===== src/rtl/bcd_seq_converter.sv =====
// Sequential binary-to-BCD converter (shift-add-3, one input bit per clock).
// A valid/ready handshake sits on both sides. In signed mode the input is
// converted to sign + magnitude. A sticky overflow flag is set when the
// magnitude needs more than DIGITS decimal digits; bcd then holds
// magnitude mod 10^DIGITS.
module bcd_seq_converter #(
    parameter int BIN_W     = 14,
    parameter int DIGITS    = 4,
    parameter int SIGNED_EN = 0
) (
    input  logic                  clk,
    input  logic                  rst_n,
    input  logic                  in_valid,
    output logic                  in_ready,
    input  logic [BIN_W-1:0]      bin,
    output logic                  out_valid,
    input  logic                  out_ready,
    output logic [4*DIGITS-1:0]   bcd,
    output logic                  neg,
    output logic                  ovf
);

    localparam int ACC_W = 4 * DIGITS;
    localparam int CNT_W = $clog2(BIN_W + 1);

    typedef enum logic [1:0] {IDLE, SHIFT, DONE} state_t;

    state_t             state_q;
    logic [ACC_W-1:0]   acc_q;
    logic [BIN_W-1:0]   sreg_q;
    logic [CNT_W-1:0]   cnt_q;
    logic               neg_q;
    logic               ovf_q;
    logic               out_valid_q;
    logic               in_ready_q;

    logic [ACC_W-1:0]   adj;
    logic [ACC_W-1:0]   acc_d;
    logic [BIN_W-1:0]   sreg_d;
    logic               carry_out;
    logic               is_neg;
    logic [BIN_W-1:0]   mag;

    // Magnitude of the incoming operand; the most negative value maps to
    // 2^(BIN_W-1), which still fits in BIN_W unsigned bits.
    always_comb begin
        is_neg = (SIGNED_EN != 0) && bin[BIN_W-1];
        mag    = is_neg ? (~bin + 1'b1) : bin;
    end

    // One double-dabble step: add 3 to every digit >= 5, then shift left.
    always_comb begin
        adj = acc_q;
        for (int d = 0; d < DIGITS; d++) begin
            if (acc_q[4*d +: 4] >= 4'd5)
                adj[4*d +: 4] = acc_q[4*d +: 4] + 4'd3;
        end
        carry_out = adj[ACC_W-1];
        acc_d     = {adj[ACC_W-2:0], sreg_q[BIN_W-1]};
        sreg_d    = {sreg_q[BIN_W-2:0], 1'b0};
    end

    // Control FSM with registered handshake and result outputs.
    always_ff @(posedge clk or negedge rst_n) begin
        if (!rst_n) begin
            state_q     <= IDLE;
            acc_q       <= '0;
            sreg_q      <= '0;
            cnt_q       <= '0;
            neg_q       <= 1'b0;
            ovf_q       <= 1'b0;
            out_valid_q <= 1'b0;
            in_ready_q  <= 1'b1;
        end else begin
            case (state_q)
                IDLE: begin
                    if (in_valid) begin
                        sreg_q     <= mag;
                        neg_q      <= is_neg;
                        acc_q      <= '0;
                        ovf_q      <= 1'b0;
                        cnt_q      <= CNT_W'(BIN_W);
                        in_ready_q <= 1'b0;
                        state_q    <= SHIFT;
                    end
                end
                SHIFT: begin
                    acc_q  <= acc_d;
                    sreg_q <= sreg_d;
                    // A carry out of the top digit is a 10^DIGITS unit lost.
                    if (carry_out)
                        ovf_q <= 1'b1;
                    cnt_q <= cnt_q - 1'b1;
                    if (cnt_q == CNT_W'(1)) begin
                        out_valid_q <= 1'b1;
                        state_q     <= DONE;
                    end
                end
                DONE: begin
                    if (out_ready) begin
                        out_valid_q <= 1'b0;
                        in_ready_q  <= 1'b1;
                        state_q     <= IDLE;
                    end
                end
                default: begin
                    out_valid_q <= 1'b0;
                    in_ready_q  <= 1'b1;
                    state_q     <= IDLE;
                end
            endcase
        end
    end

    assign in_ready  = in_ready_q;
    assign out_valid = out_valid_q;
    assign bcd       = acc_q;
    assign neg       = neg_q;
    assign ovf       = ovf_q;

endmodule


===== config.mk =====
export PLATFORM = sky130hd
export DESIGN_NAME = bcd_seq_converter
export DESIGN_NICKNAME = d
export VERILOG_FILES = /design/src/rtl/bcd_seq_converter.sv
export SDC_FILE = /design/constraint.sdc
export NUM_CORES = 1
export LEC_CHECK = 0
export ABC_CLOCK_PERIOD_IN_PS = 3900
export BUFFER_PORTS_ARGS = -buffer_cell sky130_fd_sc_hd__buf_2
export CELL_PAD_IN_SITES_DETAIL_PLACEMENT = 0
export CELL_PAD_IN_SITES_GLOBAL_PLACEMENT = 1
export CORE_MARGIN = 4
export CORE_UTILIZATION = 25
export CTS_BUF_LIST = sky130_fd_sc_hd__clkbuf_8 sky130_fd_sc_hd__clkbuf_16
export DETAILED_ROUTE_END_ITERATION = 16
export PLACE_DENSITY_LB_ADDON = 0.25
export SKIP_LAST_GASP = 1
export SYNTH_ARGS = -nofsm -noshare
export SYNTH_HDL_FRONTEND = slang
export SYNTH_SLANG_ARGS = --single-unit

===== constraint.sdc =====
create_clock -name clk -period 3.9 [get_ports clk]
set_input_delay 0.195 -clock clk [delete_from_list [all_inputs] [get_ports clk]]
set_output_delay 0.195 -clock clk [all_outputs]
set_load 0.005 [all_outputs]

==> impl_metrics.toml, run 1 <==
[outcome]
status = "complete, no violations"

[timing]
finalSetupTns_ps = 0
hold_violations = 0
slew_headroom = 0.388
grt_setup_unrepaired = "no"
min_period_ps = 1920
setup_viol = 0
slew_violations = 0
clock_skew_ps = 5.57
finalCritPeriodShare = 0.493
tightestPinTransition_ps = 918
max_freq_mhz = 521

[worst_setup_path]
crit_end = "sreg_q[3]"
critPathArrivalTime_ps = 2130
cp-start-kind = "flip-flop"
timing_worst_setup_path_type = "flip-flop to flip-flop"
reg2regPathDepth = 4
end_kind = "flip-flop"
critPathLaunch = "state_q[0]"
worstReg2RegEnd = "sreg_q[3]"
ff2ff_setup_slack_ps = 1980
path_max_fanout = 20
required_ps = 4110
r2r-start = "state_q[0]"

[floorplan]
ios = 38
die_y_um = 99.8
num_rows = 33
die_w_um = 99.8
die-area_sq_um = 9960
core-area_sq_um = 8220
initial_core_util = 0.256

[grt]
grt_max_degree = 40
antenna_found_initial = 0
grt.overflow.total = 0
grt_pass1_wl_um = 8380
grtUsageTotal = 0.104
grt_pass1_vias = 1701

[finish]
diodes = 0
area_growth_pct = 15.7
regArea_sq_um = 977
multi_input_area_sq_um = 973
layout.nets = 285
layout-drive-gt1-share = 0.182
stdcell_count = 363
nFillCells = 890

[yosys]
ys_seq_area_frac = 0.464
synth_warnings = 0
syn_inst = 226
ys_types = 33
synth_seq_cells = 39
synth_flop_cell = "dfrtp_1"
avgSynthCellArea_sq_um = 9.32
synthArstFlopShare = 1.00
synth_nets = 254
netlist_area_sq_um = 2110
synth-edff-count = 0

[clocking]
cts-hold-fix-buffers = 0
htreeDepth = 2
root_buffer = "clkbuf_8"
clk_pin_slew_worst_paths_ps = 80
cts.sinks = 39
ctsResizeCount = 0
cts_inserted_buffers = 5
clock_latency_ps = 280
cts_buffer_depth = 2
cts_tree = "built"
post-cts-setup-buffers = 0

[routing]
vias = 1706
drtPass1Iterations = 4
avgRoutedWirePerCell_um = 13.5
drt-total-wl_um = 4900
drt_iter0_markers = 48
vias_per_cell = 4.70
ant_nets = 0
drt_drc_violations_left = 0

[job]
drv_cap = 0

[power]
power_leakage_nw = 1.12
vdd_ir_drop_max_v = 0.000208
powerDensity_nw_per_um2 = 766

[place]
dp_cells = 355
dp_hpwl_um = 3300
routabilityCongestion = 0.679
io_buffers = 36

[min_path]
hold_path.class = "input pin to asynchronous set/reset pin"
[state kept, by name, summed over array words and instances (netlist names)]
name       cells
bcd           16
out_valid      1
cnt_q          4
sreg_q        14
ovf            1
in_ready       1
state_q        2
[power breakdown]
group,leakage (nW),switching (mW),internal [mW]
registers,0.478,0.156,0.588
logic,0.588,0.447,0.378
clock network,0.0557,0.139,0.159
[cell type report]
class                   instances  share of cell area
well taps                     105              0.0539
flip-flops and latches         39               0.401
repair buffers                 37              0.0770
inverters                      18              0.0277
clock buffers                   7              0.0395
clock inverters                 1             0.00154
multi-input cells             156               0.399
[worst min-delay path by stage]
stage / start / end
floorplan: rst_n / bcd[0]
global placement: rst_n / sreg_q[9]
global route: rst_n / sreg_q[7]
CTS: rst_n / sreg_q[7]
detailed placement: rst_n / sreg_q[9]
finish: rst_n / sreg_q[9]
[worst max-delay path, cell delays in order, from the launching register on]
cell and delay [ps]:
dfrtp_1 600, nor2b_2 630, buf_4 360, nand2_1 90
a31oi_1 160
[per-layer routing]
metal	GRT usage	share of wire	vias to the layer above
met3	0.0271	0.035	4
met5	0	0	-
li1	-	-	856
met4	0.0252	0.0078	0
met1	0.148	0.51	816
met2	0.156	0.45	30
[placed cells by master, fill, tap and decap left out, types with 3 or more instances in the layout]
master     synthesis  routed
o2111ai_1          8       8
dfrtp_1           38      38
o221ai_1           4       4
o21ai_0           12      12
a21oi_1            6       6
buf_2              3      36
inv_1             18      19
o32ai_1            3       3
o31ai_1            5       5
nor2_1            17      17
o211ai_1           4       4
ha_1              10      10
xnor2_1            4       4
a32o_1             4       4
o21a_1             4       4
nor2b_1            7       6
clkbuf_8           0       7
a31oi_1           12      12
nand2_1           38      38
nand2b_1           8       8
[cell families (layout without fill, tap and decap cells)]
kind of cell | Yosys count | after routing | synth area share
multiplexers | 1 | 1 | 0.00475
flip-flops | 39 | 39 | 0.464
AO/OA/AOI/OAI | 66 | 66 | 0.222
other | 1 | 1 | 0.00178
AND/OR/NAND/NOR | 74 | 74 | 0.156
buffers and inverters | 31 | 63 | 0.0749
XOR/XNOR | 4 | 4 | 0.0166
adder cells (fa/ha/maj) | 10 | 10 | 0.0594
[metrics by stage]
stage	total power, mW	area [sq um]	utilization	setup slack (ps)	hold slack, ps
6_report	1.87	2440	0.297	1980	42.6
3_3_place_gp	1.59	2340	0.284	1990	397
5_1_grt	2.06	2440	0.297	1770	111
3_5_place_dp	1.59	2340	0.284	1970	395
4_1_cts	1.90	2440	0.297	1970	71.2
2_1_floorplan	1.35	2110	-	2600	-101
[cells in the mapped netlist (3+ instances only)]
| cell | number | area [sq um] |
|---|---|---|
| a32o_1 | 4 | 40.0 |
| a21oi_1 | 6 | 30.0 |
| clkbuf_1 | 3 | 11.3 |
| o21ai_0 | 12 | 60.1 |
| inv_1 | 18 | 67.6 |
| o211ai_1 | 4 | 30.0 |
| o221ai_1 | 4 | 35.0 |
| o32ai_1 | 3 | 26.3 |
| dfrtp_1 | 38 | 951 |
| ha_1 | 10 | 125 |
| o21a_1 | 4 | 30.0 |
| o2111ai_1 | 8 | 70.1 |
| buf_2 | 3 | 15.0 |
| nand2_1 | 38 | 143 |
| buf_4 | 4 | 30.0 |
| xnor2_1 | 4 | 35.0 |
| nor2b_1 | 7 | 43.8 |
| a31oi_1 | 12 | 75.1 |
| o31ai_1 | 5 | 37.5 |
| nand2b_1 | 8 | 50.1 |
| buf_6 | 3 | 33.8 |
| nor2_1 | 17 | 63.8 |
Note: power is estimated with default switching activity, not from simulation.
==> inputs of run 2 (changes only) <==
Settings changed: ABC_CLOCK_PERIOD_IN_PS 3900 to 1900.
Clock period 3.9 ns to 1.9 ns, I/O delays scaled along.
==> impl_metrics.toml, run 2 (synthesis gave the netlist of run 1 again) <==
[outcome]
status = "complete, no violations"

[finish]
largest_reg_flops = 16
layout-drive-gt1-share = 0.212
diodes = 0
stdcell_count = 374
area_growth_pct = 19.8
nFillCells = 885
fin_util = 0.307
final_cell_mix = "nand2_1 (38), dfrtp_1 (38), buf_2 (36)"
multi_input_area_sq_um = 973
layout.nets = 296
regArea_sq_um = 977

[floorplan]
die-area_sq_um = 9960
core-area_sq_um = 8220
die_w_um = 99.8
ios = 38
die_y_um = 99.8
num_rows = 33
initial_core_util = 0.256

[timing]
finalCritPeriodShare = 0.759
slew_violations = 0
min_period_ps = 1440
fin_ws_ps = 457
finalHoldWorstSlack_ps = 51.5
tightestPinTransition_ps = 521
finalSetupTns_ps = 0
grt_setup_unrepaired = "no"
max_freq_mhz = 693
setup_viol = 0
clock_skew_ps = 1.73
slew_headroom = 0.653
hold_violations = 0

[clocking]
clock_latency_ps = 280
cts.sinks = 39
cts_inserted_buffers = 5
root_buffer = "clkbuf_8"
cts_tree = "built"
ctsResizeCount = 0
clk_pin_slew_worst_paths_ps = 80
htreeDepth = 2
cts_buffer_depth = 2
cts-hold-fix-buffers = 1
post-cts-setup-buffers = 0

[routing]
drt_iter0_markers = 51
drtPass1Iterations = 4
vias_per_cell = 4.74
vias = 1772
drt_drc_violations_left = 0
drt-total-wl_um = 5040
ant_nets = 0
avgRoutedWirePerCell_um = 13.5

[min_path]
hold_path.class = "input pin to flip-flop"

[power]
swShare = 0.395
clock_power_share = 0.159
switching_power_mw = 1.55
combPwrFrac = 0.458
p_int_mw = 2.37
seq_power_share = 0.383
powerDensity_nw_per_um2 = 1550
vdd_ir_drop_max_v = 0.000403
power_leakage_nw = 1.17

[grt]
grt_max_degree = 40
antenna_found_initial = 0
grt.overflow.total = 0
grtUsageTotal = 0.110
grt_pass1_wl_um = 8910
grt_pass1_vias = 1837

[worst_setup_path]
required_ps = 2090
timing_worst_setup_path_type = "flip-flop to flip-flop"
cp-start-kind = "flip-flop"
path_max_fanout = 5
critPathArrivalTime_ps = 1630
end_kind = "flip-flop"

[place]
dp_cells = 365
routabilityCongestion = 0.783
dp_hpwl_um = 3490
io_buffers = 36
post-place-ws_ps = 483

[job]
drv_cap = 0
[run 2: cell types whose count changed in the layout (fill, tap and decap cells not counted), sizes merged]
cell / change
dlygate4sd3: +1
buf: +10
[run 2: path summary, 6_finish.rpt]
check / cells past startpoint / to / start / slack [ps]
min in group asynchronous: 3 / sreg_q[10] / rst_n / 390
hold / removal: 3 / sreg_q[11] / bin[11] / 50
hold reg to reg: 2 / bcd[0] / sreg_q[13] / 490
setup / recovery: 5 / bcd[12] / bcd[8] / 460
max in group asynchronous: 3 / in_ready / rst_n / 1130
setup reg to reg: 5 / bcd[12] / bcd[8] / 460
[run 2: stage by stage]
stage | cell area [sq um] | power [mW]
2_1_floorplan | 2110 | 2.78
3_3_place_gp | 2410 | 3.35
3_5_place_dp | 2410 | 3.34
4_1_cts | 2520 | 3.99
5_1_grt | 2520 | 4.33
6_report | 2520 | 3.92
[run 2: final cells by class]
class | instances | share of cell area
clock inverter | 1 | 0.00149
multi-input combinational | 156 | 0.386
sequential | 39 | 0.387
inverter | 18 | 0.0268
timing repair buffer | 48 | 0.108
tap | 105 | 0.0521
clock buffer | 7 | 0.0382
[run 2: per-layer routing]
metal  vias up  wire length, um  GRT usage
li1        873                -          -
met1       855             2440      0.151
met2        40             2310      0.167
met3         4              246     0.0299
met4         0               46     0.0347
met5         -                0          0
[run 2: power by group through the flow]
| stage | Sequential (mW) | Combinational, mW | Clock (mW) |
|---|---|---|---|
| after detailed placement | 1.52 | 1.82 | 0 |
| after global placement | 1.51 | 1.83 | 0 |
| final | 1.50 | 1.79 | 0.624 |
| after global routing | 1.56 | 2.08 | 0.683 |
| after floorplan | 1.47 | 1.31 | 0 |
| after CTS | 1.50 | 1.84 | 0.653 |
[run 2: worst max-delay path, stage by stage (launching register included)]
cell and delay [ps]:
dfrtp_1 430, inv_1 100, ha_1 230, nor2b_1 160
o21a_1 200, o32ai_1 230
